## config.mk

```make
export PLATFORM = sky130hd
export DESIGN_NAME = spi_transaction_arbiter_flat
export DESIGN_NICKNAME = d
export VERILOG_FILES = /design/src/rtl/spi_transaction_arbiter_pkg.sv /design/src/rtl/spi_transaction_arbiter_if.sv /design/src/rtl/spi_transaction_arbiter_round_robin_arbiter.sv /design/src/rtl/spi_transaction_arbiter.sv /design/src/flat_wrapper.sv
export SDC_FILE = /design/constraint.sdc
export NUM_CORES = 1
export LEC_CHECK = 0
export ABC_AREA = 1
export CAP_MARGIN = 0
export CORE_UTILIZATION = 46
export CTS_CLUSTER_SIZE = 14
export DETAILED_ROUTE_END_ITERATION = 6
export MAX_ROUTING_LAYER = met4
export PLACE_DENSITY = 0.88
export SETUP_SLACK_MARGIN = 0.4
export SLEW_MARGIN = 10
export SYNTH_ARGS = -nofsm -noshare
export SYNTH_HDL_FRONTEND = slang
export SYNTH_SLANG_ARGS = --single-unit
```

## constraint.sdc

```tcl
create_clock -name clock -period 5.42 [get_ports clock]
set_input_delay 1.626 -clock clock [delete_from_list [all_inputs] [get_ports clock]]
set_output_delay 1.626 -clock clock [all_outputs]
set_load 0.02 [all_outputs]
```

## src/rtl/spi_transaction_arbiter_pkg.sv

```systemverilog
// Shared types and sizing helpers for the SPI transaction arbiter.
package spi_arbiter_pkg;

  typedef enum logic [1:0] {
    IDLE      = 2'd0,
    ISSUE     = 2'd1,
    WAIT_DONE = 2'd2,
    RESPOND   = 2'd3
  } state_t;

  localparam int TIMEOUT_CYCLES_DEFAULT = 1024;
  localparam int TIMER_WIDTH = $clog2(TIMEOUT_CYCLES_DEFAULT);

  // Keeps the timer at least one bit wide for degenerate timeouts.
  function automatic int timer_width(input int cycles);
    return (cycles > 1) ? $clog2(cycles) : 1;
  endfunction

endpackage

```

## src/rtl/spi_transaction_arbiter_if.sv

```systemverilog
// Client request/response bundle plus the spi_master command/status signals.
interface spi_transaction_arbiter_if #(
  parameter int NUM_REQUESTERS = 4,
  parameter int DATA_WIDTH     = 16,
  parameter int ADDRESS_WIDTH  = 15
);

  logic [NUM_REQUESTERS-1:0]               request_valid;
  logic [NUM_REQUESTERS-1:0]               request_read_write;
  logic [NUM_REQUESTERS*ADDRESS_WIDTH-1:0] request_address;
  logic [NUM_REQUESTERS*DATA_WIDTH-1:0]    request_data;
  logic [NUM_REQUESTERS-1:0]               request_ready;
  logic [NUM_REQUESTERS-1:0]               response_valid;
  logic [DATA_WIDTH-1:0]                   response_data;
  logic                                    response_error;
  logic                                    master_enable;
  logic                                    master_read_write;
  logic [ADDRESS_WIDTH-1:0]                master_address;
  logic [DATA_WIDTH-1:0]                   master_data;
  logic                                    master_burst_enable;
  logic                                    master_busy;
  logic [DATA_WIDTH-1:0]                   master_read_data;
  logic                                    master_read_data_valid;

  modport slave (
    input  request_valid, request_read_write, request_address, request_data,
    input  master_busy, master_read_data, master_read_data_valid,
    output request_ready, response_valid, response_data, response_error,
    output master_enable, master_read_write, master_address, master_data,
    output master_burst_enable
  );

  modport master (
    output request_valid, request_read_write, request_address, request_data,
    output master_busy, master_read_data, master_read_data_valid,
    input  request_ready, response_valid, response_data, response_error,
    input  master_enable, master_read_write, master_address, master_data,
    input  master_burst_enable
  );

endinterface

```

## src/rtl/spi_transaction_arbiter_round_robin_arbiter.sv

```systemverilog
// Combinational round-robin pick: first requester after the pointer, wrapping.
module round_robin_arbiter
  import spi_arbiter_pkg::*;
#(
  parameter  int N  = 4,
  localparam int IW = (N > 1) ? $clog2(N) : 1
) (
  input  logic [N-1:0]  request,
  input  logic [IW-1:0] pointer,
  output logic [N-1:0]  grant,
  output logic [IW-1:0] grant_index,
  output logic          grant_valid
);

  int            idx;
  logic [IW-1:0] idx_w;

  // Walk from farthest to nearest so the nearest requester overwrites last.
  always_comb begin
    grant       = '0;
    grant_index = '0;
    grant_valid = 1'b0;
    idx         = 0;
    idx_w       = '0;
    for (int k = N; k >= 1; k--) begin
      idx   = (int'(pointer) + k) % N;
      idx_w = IW'(idx);
      if (request[idx_w]) begin
        grant        = '0;
        grant[idx_w] = 1'b1;
        grant_index  = idx_w;
        grant_valid  = 1'b1;
      end
    end
  end

endmodule

```

## src/rtl/spi_transaction_arbiter.sv

```systemverilog
// Shares one spi_master among single-word clients with round-robin arbitration.
// state     | meaning
// IDLE      | waiting for any request_valid; grant and latch winner's command
// ISSUE     | master_enable high, timing out if busy never rises
// WAIT_DONE | transfer running; capture read data, leave when busy falls
// RESPOND   | one-cycle response pulse to the winner
module spi_transaction_arbiter
  import spi_arbiter_pkg::*;
#(
  parameter int NUM_REQUESTERS = 4,
  parameter int DATA_WIDTH     = 16,
  parameter int ADDRESS_WIDTH  = 15,
  parameter int TIMEOUT_CYCLES = 1024
) (
  input logic                    clock,
  input logic                    reset,
  spi_transaction_arbiter_if.slave bus
);

  localparam int N  = NUM_REQUESTERS;
  localparam int AW = ADDRESS_WIDTH;
  localparam int DW = DATA_WIDTH;
  localparam int IW = (N > 1) ? $clog2(N) : 1;
  localparam int TW = timer_width(TIMEOUT_CYCLES);
  localparam logic [TW-1:0] TIMER_LAST = TW'(TIMEOUT_CYCLES - 1);

  state_t        state, state_next;
  logic [IW-1:0] pointer;
  logic [N-1:0]  grant;
  logic [IW-1:0] grant_index;
  logic          grant_valid;
  logic [N-1:0]  ready_q;
  logic          rw_q;
  logic [AW-1:0] addr_q;
  logic [DW-1:0] data_q;
  logic [DW-1:0] rdata_q;
  logic          error_q;
  logic [TW-1:0] timer;
  logic          timeout;

  round_robin_arbiter #(.N(N)) u_rr (
    .request     (bus.request_valid),
    .pointer     (pointer),
    .grant       (grant),
    .grant_index (grant_index),
    .grant_valid (grant_valid)
  );

  assign timeout = (timer == TIMER_LAST);

  always_ff @(posedge clock or posedge reset) begin
    if (reset) state <= IDLE;
    else       state <= state_next;
  end

  always_comb begin
    state_next = state;
    case (state)
      IDLE:      if (grant_valid) state_next = ISSUE;
      ISSUE: begin
        if (bus.master_busy) state_next = WAIT_DONE;
        else if (timeout)    state_next = RESPOND;
      end
      WAIT_DONE: if (!bus.master_busy) state_next = RESPOND;
      RESPOND:   state_next = IDLE;
      default:   state_next = IDLE;
    endcase
  end

  // Pointer doubles as the current winner until the next grant.
  always_ff @(posedge clock or posedge reset) begin
    if (reset) begin
      pointer <= IW'(N - 1);
      ready_q <= '0;
      rw_q    <= 1'b0;
      addr_q  <= '0;
      data_q  <= '0;
      rdata_q <= '0;
      error_q <= 1'b0;
      timer   <= '0;
    end else begin
      ready_q <= '0;
      case (state)
        IDLE: begin
          if (grant_valid) begin
            pointer <= grant_index;
            ready_q <= grant;
            rw_q    <= bus.request_read_write[grant_index];
            addr_q  <= bus.request_address[grant_index*AW +: AW];
            data_q  <= bus.request_data[grant_index*DW +: DW];
            rdata_q <= '0;
          end
        end
        ISSUE: begin
          timer <= timer + 1'b1;
          if (!bus.master_busy && timeout) error_q <= 1'b1;
        end
        WAIT_DONE: begin
          if (rw_q && bus.master_read_data_valid) rdata_q <= bus.master_read_data;
        end
        RESPOND: begin
          error_q <= 1'b0;
          timer   <= '0;
        end
        default: ;
      endcase
    end
  end

  always_comb begin
    bus.request_ready  = ready_q;
    bus.response_valid = '0;
    bus.response_data  = '0;
    bus.response_error = 1'b0;
    bus.master_enable  = (state == ISSUE);
    if (state == RESPOND) begin
      bus.response_valid[pointer] = 1'b1;
      bus.response_error          = error_q;
      bus.response_data           = error_q ? '0 : rdata_q;
    end
  end

  assign bus.master_read_write   = rw_q;
  assign bus.master_address      = addr_q;
  assign bus.master_data         = data_q;
  assign bus.master_burst_enable = 1'b0;

endmodule
```

## src/flat_wrapper.sv

```systemverilog
// flat-port wrapper written by rule: the top's interface ports become plain ports
module spi_transaction_arbiter_flat import spi_arbiter_pkg::*;
#(
  parameter int NUM_REQUESTERS = 4,
  parameter int DATA_WIDTH     = 16,
  parameter int ADDRESS_WIDTH  = 15,
  parameter int TIMEOUT_CYCLES = 1024
)
  (clock, reset, bus_request_valid, bus_request_read_write, bus_request_address, bus_request_data, bus_master_busy, bus_master_read_data, bus_master_read_data_valid, bus_request_ready, bus_response_valid, bus_response_data, bus_response_error, bus_master_enable, bus_master_read_write, bus_master_address, bus_master_data, bus_master_burst_enable);
  spi_transaction_arbiter_if #(.NUM_REQUESTERS(NUM_REQUESTERS), .DATA_WIDTH(DATA_WIDTH), .ADDRESS_WIDTH(ADDRESS_WIDTH)) bus_i ();
  input logic clock;
  input logic reset;
  input wire logic [$bits(bus_i.request_valid)-1:0] bus_request_valid;
  input wire logic [$bits(bus_i.request_read_write)-1:0] bus_request_read_write;
  input wire logic [$bits(bus_i.request_address)-1:0] bus_request_address;
  input wire logic [$bits(bus_i.request_data)-1:0] bus_request_data;
  input wire logic [$bits(bus_i.master_busy)-1:0] bus_master_busy;
  input wire logic [$bits(bus_i.master_read_data)-1:0] bus_master_read_data;
  input wire logic [$bits(bus_i.master_read_data_valid)-1:0] bus_master_read_data_valid;
  output wire logic [$bits(bus_i.request_ready)-1:0] bus_request_ready;
  output wire logic [$bits(bus_i.response_valid)-1:0] bus_response_valid;
  output wire logic [$bits(bus_i.response_data)-1:0] bus_response_data;
  output wire logic [$bits(bus_i.response_error)-1:0] bus_response_error;
  output wire logic [$bits(bus_i.master_enable)-1:0] bus_master_enable;
  output wire logic [$bits(bus_i.master_read_write)-1:0] bus_master_read_write;
  output wire logic [$bits(bus_i.master_address)-1:0] bus_master_address;
  output wire logic [$bits(bus_i.master_data)-1:0] bus_master_data;
  output wire logic [$bits(bus_i.master_burst_enable)-1:0] bus_master_burst_enable;
  assign bus_i.request_valid = bus_request_valid;
  assign bus_i.request_read_write = bus_request_read_write;
  assign bus_i.request_address = bus_request_address;
  assign bus_i.request_data = bus_request_data;
  assign bus_i.master_busy = bus_master_busy;
  assign bus_i.master_read_data = bus_master_read_data;
  assign bus_i.master_read_data_valid = bus_master_read_data_valid;
  assign bus_request_ready = bus_i.request_ready;
  assign bus_response_valid = bus_i.response_valid;
  assign bus_response_data = bus_i.response_data;
  assign bus_response_error = bus_i.response_error;
  assign bus_master_enable = bus_i.master_enable;
  assign bus_master_read_write = bus_i.master_read_write;
  assign bus_master_address = bus_i.master_address;
  assign bus_master_data = bus_i.master_data;
  assign bus_master_burst_enable = bus_i.master_burst_enable;
  spi_transaction_arbiter #(.NUM_REQUESTERS(NUM_REQUESTERS), .DATA_WIDTH(DATA_WIDTH), .ADDRESS_WIDTH(ADDRESS_WIDTH), .TIMEOUT_CYCLES(TIMEOUT_CYCLES)) u_core (.clock(clock), .reset(reset), .bus(bus_i));
endmodule
```

==> out/qor.csv <==
stage,metric,value,unit
clocking,"Clk pin slew, worst setup/hold paths",0.08,ns
cells_and_area,Fill cells,791,
floorplanning,starting utilization of the core area,0.471,
grt,grt ovf,0,
grt,vias in the first global route,4388,
cells_and_area,Storage cell area,1680,um^2
timing,final hold vios,0,
timing,Final Cycle Share,0.776,
worst_setup_path,Worst path depth,5,
yosys,Cell variety after synth,33,
drt,Routed Antenna Nets,0,
floorplanning,chip width,102,um
cells_and_area,share of cells above drive strength 1,0.0455,
power,Leak Pwr,3.40,nW
worst_setup_path,critical path's slowest cell,clkdlybuf4s50_1,
drt,per-cell routed wire length,12.7,um
cells_and_area,Final #Nets,1040,
worst_setup_path,Worst Reg-to-Reg Cells,13,
run,max_cap viols,0,
timing,Worst Skew,0.0114,ns
yosys,ys async rst share,1.00,
worst_setup_path,worst setup path class,reg2out,
worst_setup_path,CP cell instances,ha_1 -> inv_1 -> or2_2 -> nor2_1 -> clkdlybuf4s50_1,
drt,detailed-route wire length,12900,um
timing,setup TNS,0,ns
hold_path,Hold Path End,u_core.bus.master_address[13],
clocking,setup bufs post-CTS,0,
yosys,post-synthesis simple-gate area fraction,0.343,
cells_and_area,Area growth syn-to-layout,51.1,%
drt,drt via density,4.84,
yosys,mean area per synthesized cell,6.70,um^2
timing,Rel. slew slack,0.356,
run_status,status,completed,
floorplanning,Die Ht,102,um
worst_setup_path,crit start category,register,
yosys,proportion of synthesized area in mux cells,0,
placed_design,Port Buffers,209,
worst_setup_path,CP max stage delay,0.64,ns
yosys,largest family of logic cells by synthesized area,simple AND/OR/NAND/NOR gates,
worst_setup_path,worst r2r src,u_core.pointer[0],
yosys,Post-Synthesis Cell Area,4580,um^2
yosys,XOR/XNOR Fraction of Synth Area,0,
timing,Fin Hold WS,0.479,ns
worst_setup_path,Critical Path End Type,output port,
placed_design,placed cells,997,
yosys,Post-Synthesis Cells,684,
clocking,Root Driver,clkbuf_8,
grt,GRT Util Overall,0.252,
cells_and_area,Multi-input gate area,2210,um^2
timing,setup violators final,0,
timing,Final Max Tran Viols,0,
grt,largest net degree at the start of global routing,110,
placed_design,Final GP Congestion,0.877,
grt,first-pass GRT wire length,20000,um
clocking,Clock Latency Late Sink,0.34,ns
yosys,"Top FF cell, synth",dfrtp_1,
drt,DR DRC count,0,
placed_design,half-perimeter wire length after placement,9660,um
yosys,Synth Area in Adders,0.0355,
worst_setup_path,FF-to-FF setup slack,2.12,ns
hold_path,HP Class,reg2reg,
timing,RSZ-0062 raised after global routing,no,
clocking,H-tree levels,3,
drt,drt first pass iters,5,
timing,Worst-Margin Slew,0.967,ns
worst_setup_path,Required @ worst endpoint,3.79,ns
floorplanning,Rows,36,
cells_and_area,fin cells,1013,
grt,initial antenna violation count,0,
clocking,CTS Hold Bufs,0,
worst_setup_path,worst-path fanout max,16,
worst_setup_path,R2R Path End,u_core.bus.master_address[4],
drt,Vias,4903,
floorplanning,die footprint,10400,um^2
power,maximum vdd drop,0.594,mV
yosys,Post-synth EDFFs,0,
yosys,Synth Area in Compound Gates,0.103,
drt,Initial DRC Count,205,
clocking,CTS sink cnt,67,
clocking,Resized cells post-CTS,0,
yosys,Syn Nets,849,
power,Pwr Density,572,nW/um^2
hold_path,WHS Path Cells,2,
timing,Max Fclk,238,MHz
hold_path,min-delay src,u_core.bus.master_address[13],
worst_setup_path,Critical Path AT,2.58,ns
clocking,CTS Buffer Depth,2,
yosys,"FF+latch count, synth",67,
timing,fin crit period,4.20,ns
worst_setup_path,crit-path leading delay family,buffers and inverters,
clocking,Num CTS Buffers,9,
yosys,sequential share of the synthesized area,0.366,
clocking,CTS tree,built,
yosys,synth warn,0,
floorplanning,Core Area,9730,um^2
worst_setup_path,Buffers & Inverters on Critical Path,2,
floorplanning,Boundary Pins,211,
cells_and_area,antenna cells,0,
registers in the layout, summed over array words and instances (netlist names):
register / cells
u_core.bus.master_address: 15
u_core.bus.master_data: 16
u_core.bus.master_read_write: 1
u_core.bus.request_ready: 4
u_core.error_q: 1
u_core.pointer: 2
u_core.rdata_q: 16
u_core.state: 2
u_core.timer: 10
cell families after synthesis:
| logic type | count (synthesis) |
|---|---|
| fa+ha+maj | 13 |
| compound gates | 78 |
| buf+inv | 170 |
| flops | 67 |
| simple gates | 355 |
| other cells | 1 |
synthesized netlist by cell type (all sizes together), types with 2 or more instances:
library cell	number	area share
dfrtp	65	0.35
or2	23	0.031
ha	13	0.035
nor2	31	0.026
a21oi	17	0.019
o211ai	23	0.038
dfstp	2	0.011
o221ai	2	0.0038
nand2	181	0.15
clkbuf	9	0.0074
inv	136	0.11
buf	25	0.032
o21ai	34	0.040
nand3	112	0.12
nor3	5	0.0055
per-stage QoR:
stage / worst slack (ns) / total power [mW] / area, um^2 / utilization
finish: 1.22 / 3.96 / 6930 / 0.712
global route: 1.02 / 4.34 / 6930 / 0.712
CTS: 1.18 / 3.98 / 6930 / 0.712
detailed placement: 1.17 / 3.49 / 6700 / 0.689
global placement: 1.22 / 3.45 / 6700 / 0.689
floorplan: 1.95 / 2.81 / 4580 / -
cell usage in the layout, fill, tap and decap left out, types with 5 or more instances in the layout:
| cell type | count |
|---|---|
| clkdlybuf4s50_1 | 209 |
| nand2_1 | 175 |
| inv_1 | 130 |
| nand3_1 | 111 |
| dfrtp_1 | 65 |
| o21ai_0 | 32 |
| nor2_1 | 29 |
| o211ai_1 | 23 |
| a21oi_1 | 17 |
| or2_1 | 17 |
| ha_1 | 13 |
| clkbuf_8 | 10 |
| inv_2 | 5 |
| nand2_2 | 5 |
| or2_0 | 5 |
| nor3_1 | 5 |
| buf_4 | 5 |
how the worst max path moves through the flow:
stage,start,endpoint,slack (ns)
5_1_grt,u_core.state[1],bus_response_data[6],1.02
6_report,u_core.state[1],bus_response_data[12],1.22
3_3_place_gp,bus_request_valid[1],u_core.bus.master_address[10],1.22
3_5_place_dp,bus_request_valid[3],u_core.bus.master_address[4],1.17
4_1_cts,u_core.state[1],bus_response_data[12],1.18
2_1_floorplan,u_core.state[1],bus_response_data[10],1.95
report_power, final:
| group | total (mW) | switching [mW] | internal (mW) | leakage, nW |
|---|---|---|---|---|
| logic | 2.66 | 1.68 | 0.979 | 2.43 |
| clock network | 0.472 | 0.200 | 0.272 | 0.108 |
| registers | 0.832 | 0.124 | 0.708 | 0.858 |
tightest hold or removal path: stages, from the launching register on:
cell and delay, ns:
dfrtp_1 0.35, nand2_1 0.05, nand2_1 0.05
layer usage:
metal  share of wire  vias up  wire length, um  global-route usage
met5               0        -                0                   -
met4           0.013        0              163              0.0736
met3           0.078       14              998              0.0492
met2            0.49      178             6340               0.428
met1            0.42     2195             5370               0.304
li1                -     2516                -                   -
layout make-up:
cell class              count  share of cell area
repair buffers            214               0.307
multi-input cells         447               0.319
inverters                 136              0.0741
clock inverters             6              0.0128
well taps                 133              0.0240
flip-flops and latches     67               0.242
clock buffers              10              0.0199
No activity file was read; power rests on OpenSTA's default activity.
